**src/rtl/toggle_event_monitor.sv**
```systemverilog
// Watches a toggle-encoded event line: one evt pulse per level change, a saturating
// event count with sticky overflow flag, and an idle indication after a quiet period.
module toggle_event_monitor #(
   parameter int IDLE_LIMIT = 15
) (
   input  logic       clk,
   input  logic       reset,
   input  logic       tog,
   input  logic       clear,
   output logic       evt,
   output logic [7:0] count,
   output logic       sat,
   output logic       idle
);

   localparam logic [3:0] LIMIT = 4'(IDLE_LIMIT);

   typedef enum logic [1:0] {
      WAIT   = 2'd0,
      ACTIVE = 2'd1,
      IDLE   = 2'd2
   } state_t;

   state_t     state, state_next;
   logic       tog_q;
   logic       event_hit;
   logic [3:0] quiet, quiet_next;
   logic [7:0] count_next;
   logic       sat_next;
   logic       evt_next;
   logic       idle_next;

   always_comb begin
      event_hit  = (tog != tog_q);
      state_next = state;
      count_next = count;
      sat_next   = sat;
      quiet_next = quiet;
      evt_next   = event_hit;
      idle_next  = 1'b0;

      // Clear wins over counting, but a coincident event is still counted as the first.
      if (clear) begin
         count_next = event_hit ? 8'd1 : 8'd0;
         sat_next   = 1'b0;
         quiet_next = 4'd0;
         state_next = event_hit ? ACTIVE : WAIT;
      end else if (event_hit) begin
         quiet_next = 4'd0;
         state_next = ACTIVE;
         if (count == 8'hFF) begin
            sat_next = 1'b1;
         end else begin
            count_next = count + 8'd1;
         end
      end else begin
         if (quiet != LIMIT) begin
            quiet_next = quiet + 4'd1;
         end
         if (state == ACTIVE && quiet_next == LIMIT) begin
            state_next = IDLE;
         end
      end

      // WAIT also reports idle once the quiet period has elapsed.
      idle_next = (state_next != ACTIVE) && (quiet_next == LIMIT);
   end

   always_ff @(posedge clk) begin
      tog_q <= tog;
      if (reset) begin
         state <= WAIT;
         count <= 8'd0;
         sat   <= 1'b0;
         quiet <= 4'd0;
         evt   <= 1'b0;
         idle  <= 1'b0;
      end else begin
         state <= state_next;
         count <= count_next;
         sat   <= sat_next;
         quiet <= quiet_next;
         evt   <= evt_next;
         idle  <= idle_next;
      end
   end

endmodule

```
**config.mk**
```make
export PLATFORM = sky130hd
export DESIGN_NAME = toggle_event_monitor
export DESIGN_NICKNAME = d
export VERILOG_FILES = /design/src/rtl/toggle_event_monitor.sv
export SDC_FILE = /design/constraint.sdc
export NUM_CORES = 1
export LEC_CHECK = 0
export BUFFER_PORTS_ARGS = -buffer_cell sky130_fd_sc_hd__clkbuf_2
export CAP_MARGIN = 0
export CELL_PAD_IN_SITES_DETAIL_PLACEMENT = 1
export CELL_PAD_IN_SITES_GLOBAL_PLACEMENT = 1
export CORE_ASPECT_RATIO = 0.9
export CORE_UTILIZATION = 41
export DETAILED_ROUTE_END_ITERATION = 10
export PLACE_DENSITY_LB_ADDON = 0.25
export SETUP_SLACK_MARGIN = 0.4
export SLEW_MARGIN = 40
export SYNTH_ARGS = -nofsm -noshare
export SYNTH_HDL_FRONTEND = slang
export SYNTH_SLANG_ARGS = --single-unit
export TNS_END_PERCENT = 20
```
**constraint.sdc**
```tcl
create_clock -name clk -period 2 [get_ports clk]
set_input_delay 0.2 -clock clk [delete_from_list [all_inputs] [get_ports clk]]
set_output_delay 0.2 -clock clk [all_outputs]
set_load 0.05 [all_outputs]
```
# Word level (Yosys, flattened, before mapping)
# Cells that the tools add are included.
[totals]
out_inout_bits = 11
ff_bits = 18
word_cells = 36
[classes]
add_sub_neg = 2
n_reduce_logical = 6
mux = 13
n_eq_ne = 8
[ops]
columns = ["operator", "count"]
rows = [
  ["$mux 8", 3],
  ["$mux 4", 5],
  ["$add 8x1->8 const B", 1],
  ["$eq 4x4->1 const B", 2],
  ["$eq 8x8->1 const B", 1],
  ["$mux 2", 3],
  ["$add 4x1->4 const B", 1],
  ["$ne 4x4->1 const B", 1],
  ["$reduce_and 2->1", 2],
  ["$eq 2x1->1 const B", 1],
  ["$logic_and 1x1->1", 2],
  ["$mux 1", 2],
  ["$ne 2x1->1 const B", 1],
  ["$ne 2x2->1 const B", 1],
  ["$reduce_bool 2->1", 1],
  ["$reduce_or 2->1", 1],
  ["$ne 1x1->1", 1],
]

# Longest topological paths before layout
# Gate-level depths: netlist of run 1.
[depth]
ltp_word = 11
ltp_mapped = 5
mapped_depth_nobuf = 5

# Worst setup path after synthesis of run 1
# No wires, ideal clock.
[synth_path]
path_kind = "reg2reg"
from = "register count[0]"
to = "register count[1]"
path_stages_with_launch = 6
setup_time_ns = 0.122
period_less_slack_ns = 1.692
n_path_buf = 0
arrival_ns = 1.570
path_slack_ns = 0.308
path_cell_list = "dfxtp_1 > ha_1 > nand3_1 > o21ai_2 > mux2i_1 > nor2_1"
[synth_via]
elab_chain_len = 4
elab_cells_between_ends = 7
[synth_rtl]
columns = ["element", "line", "source"]
rows = [
  ["from (decl)", "11", "output logic [7:0] count,"],
  ["from (signal assigned)", "80", "count <= count_next;"],
  ["$add 8x1->8", "54", "count_next = count + 8'd1;"],
  ["$mux 8", "51", "if (count == 8'hFF) begin"],
  ["$mux 8", "48", "end else if (event_hit) begin"],
  ["$mux 8", "43", "if (clear) begin"],
]
# Parallel ways exist; a longest one is shown, timed or not. The select of a mux whose other input is x is not followed.
# A chain may end at the register's enable or synchronous reset.

# Final worst setup path of run 1
[layout_path]
from = "register count[0]"
to = "register count[4]"
# Same word-level chain as after synthesis.

==> results of run 1 <==
[logic make-up (layout without fill, tap and decap cells)]
kind of cell / after synthesis / in the layout / synth area share [%]
fa+ha+maj: 2 / 2 / 3.41
mux: 2 / 2 / 2.73
flops: 16 / 16 / 43.6
compound gates: 13 / 13 / 13.8
xor+xnor: 5 / 5 / 6.99
buf+inv: 2 / 19 / 1.02
simple gates: 39 / 39 / 28.5
[registers in the layout, indices dropped and copies added, names as in the netlist]
name / flops
sat: 1
quiet: 4
tog_q: 1
idle: 1
count: 8
evt: 1
[synthesized netlist by cell type, drive strengths merged, types with 3 or more instances]
master  count
xor2        3
dfxtp      16
nand2       7
nand3       3
nor2       12
nor3        3
[worst max-delay path: stages (launching register included)]
cell and delay, ps:
dfxtp_2 350, ha_1 250, nand3_1 170, o21ai_2 130, or4_1 500, nand2_1 80
[routing by layer]
layer / vias to the layer above / track usage, %
met5: - / 0
met3: 5 / 7.76
met2: 13 / 27.8
met1: 303 / 26.1
met4: 0 / 8.57
li1: 331 / -
[area by class of cell]
| type | count | share of cell area [%] |
|---|---|---|
| Sequential cell | 16 | 37.1 |
| Multi-Input combinational cell | 61 | 46.8 |
| Inverter | 1 | 0.430 |
| Tap cell | 24 | 3.44 |
| Clock buffer | 4 | 4.15 |
| Timing Repair Buffer | 14 | 8.02 |
[power by group through the flow]
| stage | clock [mW] | sequential, mW | combinational [mW] |
|---|---|---|---|
| finish | 0.218 | 0.334 | 0.0626 |
| global route | 0.237 | 0.336 | 0.0683 |
| CTS | 0.225 | 0.334 | 0.0637 |
| detailed placement | 0 | 0.342 | 0.0629 |
| global placement | 0 | 0.340 | 0.0612 |
| floorplan | 0 | 0.357 | 0.0292 |
[through the flow]
step	setup slack, ps	hold WS [ps]	cell area (um2)	util, %
after global placement	547	372	833	49.6
after detailed placement	498	376	833	49.6
after CTS	472	62.9	870	51.7
final	476	66.6	873	51.9
after floorplan	329	228	737	-
after global routing	401	62.9	873	51.9
[worst min-delay path by stage]
stage,endpoint,slack (ps),cells after the start
2_1_floorplan,tog_q$_DFF_P_,230,0
3_3_place_gp,tog_q$_DFF_P_,370,1
3_5_place_dp,tog_q$_DFF_P_,380,1
4_1_cts,tog_q$_DFF_P_,60,1
5_1_grt,tog_q$_DFF_P_,60,1
6_report,tog_q$_DFF_P_,70,1
[repair_timing]
item / 4_1_cts / 5_1_grt
gates resized for setup: 0 / 2
endpoints found under the setup margin: 0 / 1
hold buffers: 0 / 0
setup buffers: 0 / 0
==> flow_summary.json, run 1 <==
{
  "grt_max_degree": 10,
  "met1_length_um": 762,
  "r2r_cells": 5,
  "cts.sinks": 16,
  "synth_edf_count": 0,
  "holdCritPathClass": "input port to flop",
  "io_pins": 15,
  "syn2layout_area_growth_pct": 18.9,
  "power.switching_uw": 157,
  "fmax_ghz": 0.656,
  "netlist.area_leader.share_pct": 43.6,
  "hp-start": "tog",
  "cts_tree": "done",
  "cts_root_buf": "clkbuf_4",
  "p_int_uw": 458,
  "start_util_pct": 43.7,
  "leakage_nw": 0.349,
  "clk_pin_slew_ps": 90,
  "wl_met3_um": 71,
  "slew_violations": 0,
  "core_um2": 1680,
  "vias": 652,
  "drc": 0,
  "critical_path.endpoint": "count[4]$_SDFFE_PP0P_",
  "crit_start": "count[0]$_SDFFE_PP0P_",
  "rsz0062_at_grt": "false",
  "die_w_um": 46.6,
  "drv_cap": 0,
  "fin_skew_ps": 2.48,
  "ir_worst_vdd_mv": 0.464,
  "setup_violations": 0,
  "outcome": "finished clean",
  "rows": 14,
  "setup.worst_path.start_class": "flop",
  "finalHoldViolCount": 0,
  "globalRoute.totalOverflow": 0,
  "grt_pass1_wl_um": 2720,
  "synth_cell_type_count": 33,
  "fillers": 218,
  "r2r_setup_slack_ps": 480,
  "dieArea_um2": 1960,
  "arrival_ps": 1770,
  "clock_path_buffers": 2,
  "drt_wl_total_um": 1560,
  "end_kind": "flop",
  "worst_slew_pin_slew_ps": 309,
  "final_common_cell": "clkbuf_2",
  "ys_top_cells_by_area": "dfxtp_1 44%, nor2_1 6.1%, nand2_1 3.6%",
  "async_flop_share_pct": 0,
  "dp.cells": 116,
  "syn-instance-count": 79,
  "r2r_end": "count[4]$_SDFFE_PP0P_",
  "finalCriticalPeriod_ps": 1520,
  "avgViaCountPerCell": 5.43,
  "ant_nets": 0,
  "post-route-period-util_pct": 76.2,
  "h-tree-depth": 1,
  "multi_input_area_um2": 409,
  "top_layer": "met4",
  "synth_top_cell_by_area": "dfxtp_1",
  "regArea_um2": 324,
  "drive_gt1_share_pct": 29.2,
  "critPathMaxFanout": 6,
  "setup_tns_ps": 0,
  "relSlewSlack_pct": 79.2,
  "wl_met2_um": 691,
  "ys_ff_latch": 16,
  "drt_pass1_iterations": 3,
  "cts_inserted_buffers": 3,
  "syn_nets": 85,
  "power_density_nw_per_um2": 704,
  "synthFlopType": "dfxtp_1",
  "sequentialPowerShare_pct": 54.4,
  "gp_congestion": 0.784,
  "synth_area_um2": 734,
  "syn_area_per_cell_um2": 9.30,
  "die_h_um": 42.2,
  "yosysSeqAreaShare_pct": 43.6,
  "cp.required_ps": 2250,
  "criticalPathCategory": "flop to flop",
  "worstSkewPairLatency_ps": 290,
  "portBuffers": 14,
  "r2r_start": "count[0]$_SDFFE_PP0P_",
  "drt_iter0_drc": 7,
  "grt_antenna_before_repair": 0,
  "p_sw_share_pct": 25.5,
  "power_frac_clock_pct": 35.5,
  "fin_cells": 120,
  "yosys_warnings": 0,
  "hpwl_um": 1190,
  "antenna_cells": 0,
  "combPwrFrac_pct": 10.2,
  "fin_nets": 103,
  "grt_pass1_vias": 613,
  "wl_per_cell_um": 13.0,
  "final_cell_mix": "14 x clkbuf_2, 13 x dfxtp_1, 12 x nor2_1",
  "grt_usage_pct": 19.7,
  "total_power_uw": 615
}
No activity file was read; power rests on OpenSTA's default activity.
==> inputs of run 2 (changes only) <==
--- a/config.mk
+++ b/config.mk
@@ -10,7 +10,7 @@
 export CELL_PAD_IN_SITES_DETAIL_PLACEMENT = 1
 export CELL_PAD_IN_SITES_GLOBAL_PLACEMENT = 1
 export CORE_ASPECT_RATIO = 0.9
-export CORE_UTILIZATION = 41
+export CORE_UTILIZATION = 34
 export DETAILED_ROUTE_END_ITERATION = 10
 export PLACE_DENSITY_LB_ADDON = 0.25
 export SETUP_SLACK_MARGIN = 0.4
==> constraint.sdc (replaced) <==
create_clock -name clk -period 1.2 [get_ports clk]
set_input_delay 0.12 -clock clk [delete_from_list [all_inputs] [get_ports clk]]
set_output_delay 0.12 -clock clk [all_outputs]
set_load 0.05 [all_outputs]
==> run 2 against run 1 <==
Against the previous run: cell count increased by 19%; register-to-register slack got worse by 630 ps; clock power increased by 41%; via count increased by 17%; the run now ends with negative setup slack left; fmax increased by 13%; sequential share of layout area decreased by 11 points; global-route usage increased by 0.34 points; highest routed layer unchanged; worst hold slack improved by 24 ps; critical path depth unchanged; non-clock buffer count increased by 22.
==> flow_summary.json, run 2 (synthesis results as in run 1) <==
{
  "largest_reg_flops": 8,
  "drt_iter0_drc": 7,
  "vias": 761,
  "drc": 0,
  "grt_usage_pct": 20.0,
  "start_util_pct": 37.3,
  "wl_met2_um": 1280,
  "avgViaCountPerCell": 5.32,
  "violations": "negative setup slack",
  "path_cells": "ha_4, or3b_1, a21boi_1, nor2_1, nor3_1",
  "globalRoute.totalOverflow": 0,
  "grt_pass1_vias": 741,
  "power_density_nw_per_um2": 778,
  "fin_ws_ps": -150,
  "setup.worst_path.start_class": "flop",
  "drt_pass1_iterations": 3,
  "cp.required_ps": 1430,
  "grt_antenna_before_repair": 0,
  "h-tree-depth": 1,
  "end_kind": "flop",
  "final_util_pct": 67.9,
  "fin_skew_ps": 9.99,
  "relSlewSlack_pct": 76.3,
  "arrival_ps": 1580,
  "die_w_um": 51.0,
  "finalCriticalPeriod_ps": 1350,
  "fin_cells": 143,
  "place_ws_ps": -127,
  "dp.cells": 134,
  "io_pins": 15,
  "worstSkewPairLatency_ps": 290,
  "grt_max_degree": 10,
  "cts_hold_buf": 0,
  "wl_per_cell_um": 17.5,
  "holdCritPathClass": "input port to flop",
  "cpPeakStageDelay_ps": 350,
  "critPathMaxFanout": 3,
  "antenna_cells": 0,
  "dpl_cell_area_um2": 1040,
  "clk_pin_slew_ps": 100,
  "met1_length_um": 1120,
  "crit_slowest_cell": "dfxtp_2",
  "criticalPathCategory": "flop to flop",
  "final_cell_mix": "19 x buf_4, 12 x nor2_1, 7 x dfxtp_2",
  "slew_violations": 0,
  "wl_met3_um": 71,
  "cts.sinks": 16,
  "gp_congestion": 0.786,
  "finish.instance_area_um2": 1340,
  "setup_violations": 9,
  "rows": 15,
  "leakage_nw": 0.524,
  "ir_worst_vdd_mv": 0.875,
  "syn2layout_area_growth_pct": 82.3,
  "finalHoldViolCount": 0,
  "die_h_um": 46.1,
  "cts_root_buf": "clkbuf_4",
  "outcome": "finished, violations left",
  "fin_nets": 125,
  "drive_gt1_share_pct": 61.0,
  "post-route-period-util_pct": 113,
  "regMostFlops": "count",
  "drt_wl_total_um": 2510,
  "hpwl_um": 1400,
  "cts_tree": "done",
  "reg_top3": "count: 8 flops, quiet: 4 flops",
  "clock_path_buffers": 2,
  "drv_cap": 0,
  "fmax_ghz": 0.741,
  "top_layer": "met4",
  "grt_pass1_wl_um": 3360,
  "final_common_cell": "buf_4",
  "dieArea_um2": 2350,
  "rsz0062_at_grt": "true",
  "core_um2": 1970,
  "portBuffers": 14,
  "ant_nets": 0,
  "cts_inserted_buffers": 3,
  "worst_slew_pin_slew_ps": 351
}
-- run 2: path summary, 6_finish.rpt --
check	slack, ps	to	cells after the start	from
min reg2reg	500	sat$_SDFFE_PP0P_	2	sat$_SDFFE_PP0P_
max reg2reg	-150	idle$_SDFF_PP0_	5	quiet[0]$_SDFF_PP0_
max	-150	idle$_SDFF_PP0_	5	quiet[0]$_SDFF_PP0_
min	90	tog_q$_DFF_P_	2	tog
-- run 2: layout make-up --
type | instances | area [um2]
Clock buffer | 4 | 26.3
Inverter | 1 | 3.75
Sequential cell | 16 | 352
Fill cell | 210 | 632
Multi-Input combinational cell | 61 | 537
Timing Repair Buffer | 36 | 389
Tap cell | 25 | 31.3
-- run 2: through the flow --
| stage | power, mW | hold WS, ps | TNS, ps |
|---|---|---|---|
| after CTS | 1.03 | 82.0 | -250 |
| after detailed placement | 0.710 | 390 | -306 |
| after global routing | 1.09 | 82.5 | -1410 |
| after floorplan | 0.643 | 148 | -370 |
| final | 1.04 | 90.4 | -852 |
| after global placement | 0.703 | 380 | -121 |
-- run 2: metal layers --
layer / global-route usage [%] / vias up
li1: - / 371
met1: 22.6 / 371
met2: 36.3 / 15
met3: 6.93 / 4
met4: 5.00 / 0
met5: 0 / -
-- run 2: power by group --
part,leakage [nW],total [mW],internal (mW),switching (mW)
clock,0.0150,0.307,0.129,0.177
sequential,0.137,0.547,0.535,0.0127
combinational,0.372,0.187,0.0883,0.0992
total,0.524,1.04,0.752,0.289
-- run 2: repair_timing --
| action | CTS | global route |
|---|---|---|
| setup buffers | 0 | 5 |
| resized for setup | 32 | 14 |
| endpoints found under the setup margin | 25 | 25 |
| pin swaps | 4 | 11 |
-- run 2: worst max-delay path, delay by kind of cell, from the launching register on --
kind / cells / cell delay, ps
adder cells (fa/ha/maj): 1 / 270
flip-flops: 1 / 350
AND/OR/NAND/NOR: 3 / 520
AO/OA/AOI/OAI: 1 / 160
==> inputs of run 3 (changes only) <==
--- a/config.mk
+++ b/config.mk
@@ -12,7 +12,7 @@
 export CORE_ASPECT_RATIO = 0.9
 export CORE_UTILIZATION = 34
 export DETAILED_ROUTE_END_ITERATION = 10
-export PLACE_DENSITY_LB_ADDON = 0.25
+export PLACE_DENSITY = 0.71
 export SETUP_SLACK_MARGIN = 0.4
 export SLEW_MARGIN = 40
 export SYNTH_ARGS = -nofsm -noshare
==> run 3 against run 2 <==
Against the previous run: fmax up 0.74%; utilization is 1.3 points lower; clock skew shrank 6.8 ps; cell count fell by 0.70%; sequential cell count did not move; design area shrank 2.0%; total power increased by 9.6%; combinational power rose by 19%; first-iteration DRC count grew 29%; die area is the same; the flow still finishes with violations (negative setup slack); via count down 1.7%.
==> flow_summary.json, run 3 (synthesis results as in run 1) <==
{
  "gp_congestion": 0.741,
  "cts_root_buf": "clkbuf_4",
  "portBuffers": 14,
  "largest_reg_flops": 8,
  "io_pins": 15,
  "r2r_start": "quiet[1]$_SDFF_PP0_",
  "drt_iter0_drc": 9,
  "crit_start": "quiet[1]$_SDFF_PP0_",
  "drv_cap": 0,
  "arrival_ps": 1580,
  "leakage_nw": 0.523,
  "final_common_cell": "buf_4",
  "cts_tree": "done",
  "die_w_um": 51.0,
  "h-tree-depth": 1,
  "drive_gt1_share_pct": 62.4,
  "place_ws_ps": -137,
  "regMostFlops": "count",
  "syn2layout_area_growth_pct": 78.7,
  "holdCritPathClass": "input port to flop",
  "drc": 0,
  "power_frac_clock_pct": 32.6,
  "setup.worst_path.start_class": "flop",
  "fin_ws_ps": -140,
  "p_sw_share_pct": 26.8,
  "hpwl_um": 1460,
  "critical_path.endpoint": "idle$_SDFF_PP0_",
  "whs_ps": 10.5,
  "p_int_uw": 836,
  "drt_wl_total_um": 2300,
  "cp.required_ps": 1440,
  "clock_path_buffers": 2,
  "r2r_setup_slack_ps": -140,
  "critPathMaxFanout": 3,
  "final_cell_mix": "19 x buf_4, 12 x nor2_1, 7 x dfxtp_2",
  "final_util_pct": 66.6,
  "die_h_um": 46.1,
  "path_cells": "ha_4, or3b_4, a21boi_2, nor2_1, nor3_2",
  "grt_antenna_before_repair": 0,
  "grt_pass1_vias": 751,
  "grt_max_degree": 10,
  "reg_top3": "count: 8 flops, quiet: 4 flops",
  "grt_pass1_wl_um": 3550,
  "crit_slowest_cell": "or3b_4",
  "worst_slew_pin_slew_ps": 256,
  "ir_worst_vdd_mv": 1.21,
  "fin_nets": 124,
  "cts_hold_buf": 0,
  "antenna_cells": 0,
  "fin_skew_ps": 3.21,
  "finalHoldViolCount": 0,
  "r2r_end": "idle$_SDFF_PP0_",
  "cts.sinks": 16,
  "wl_per_cell_um": 16.2,
  "cpPeakStageDelay_ps": 380,
  "power_density_nw_per_um2": 870,
  "rows": 15,
  "ant_nets": 0,
  "fillers": 211,
  "dieArea_um2": 2350,
  "core_um2": 1970,
  "vias": 748,
  "total_power_mw": 1.14,
  "violations": "negative setup slack",
  "globalRoute.totalOverflow": 0,
  "slew_violations": 0,
  "rsz0062_at_grt": "true",
  "worstSkewPairLatency_ps": 300,
  "criticalPathCategory": "flop to flop",
  "start_util_pct": 37.3,
  "post-route-period-util_pct": 112,
  "avgViaCountPerCell": 5.27,
  "grt_usage_pct": 21.4,
  "drt_pass1_iterations": 3,
  "relSlewSlack_pct": 82.7,
  "cts_inserted_buffers": 3,
  "power.switching_uw": 306,
  "outcome": "finished, violations left",
  "combPwrFrac_pct": 19.5,
  "fmax_ghz": 0.746,
  "setup_violations": 10,
  "sequentialPowerShare_pct": 47.9,
  "clk_pin_slew_ps": 100,
  "finalCriticalPeriod_ps": 1340,
  "r2r_cells": 5,
  "end_kind": "flop"
}
## run 3: changes by cell type in the layout (fill, tap and decap cells not counted), sizes merged
cell | previous run | this run
clkbuf | 16 | 12
buf | 24 | 27
## run 3: worst max-delay path, delay by kind of cell (launching register included)
kind / cells / cell delay, ps
adders and majority gates: 1 / 260
and+or+nand+nor: 3 / 530
AOI/OAI and AO/OA: 1 / 130
DFF: 1 / 350
## run 3: layout make-up
cell class	count	area [um2]	area share, %
inverter	1	3.75	0.286
tap	25	31.3	2.38
clock buffer	4	36.3	2.76
multi-input combinational	61	528	40.2
sequential	16	352	26.8
timing repair buffer	35	362	27.6
## run 3: worst min path at each step
stage / depth (start not counted) / end / start / slack, ps
after CTS: 2 / count[0]$_SDFFE_PP0P_ / reset / 20
after global placement: 2 / count[0]$_SDFFE_PP0P_ / reset / 320
after global routing: 2 / evt$_SDFF_PP0_ / reset / 7
after floorplan: 0 / tog_q$_DFF_P_ / tog / 150
final: 2 / evt$_SDFF_PP0_ / reset / 10
after detailed placement: 2 / count[0]$_SDFFE_PP0P_ / reset / 330
## run 3: repair_timing
action / CTS / global route
resized for setup: 33 / 16
setup buffers: 0 / 3
setup endpoints to repair: 26 / 26
pin swaps: 10 / 10
## run 3: per-stage QoR
step | area, um2 | setup TNS, ps | std cells
floorplan | 817 | -370 | 79
finish | 1310 | -431 | 142
detailed placement | 1050 | -225 | 135
global placement | 1050 | -113 | 135
global route | 1310 | -1230 | 142
CTS | 1240 | -305 | 139
## run 3: routing by layer
metal | part of all wire, % | track usage (%) | up-vias
li1 | - | - | 370
met1 | 46 | 26.3 | 355
met2 | 49 | 35.5 | 16
met3 | 3.4 | 7.26 | 7
met4 | 1.6 | 6.67 | 0
met5 | 0 | 0 | -
## run 3: power by group through the flow
stage	combinational, mW	sequential (mW)	clock [mW]
after floorplan	0.0548	0.588	0
after detailed placement	0.158	0.557	0
final	0.222	0.547	0.372
after global placement	0.153	0.556	0
after CTS	0.189	0.547	0.373
after global routing	0.237	0.549	0.405
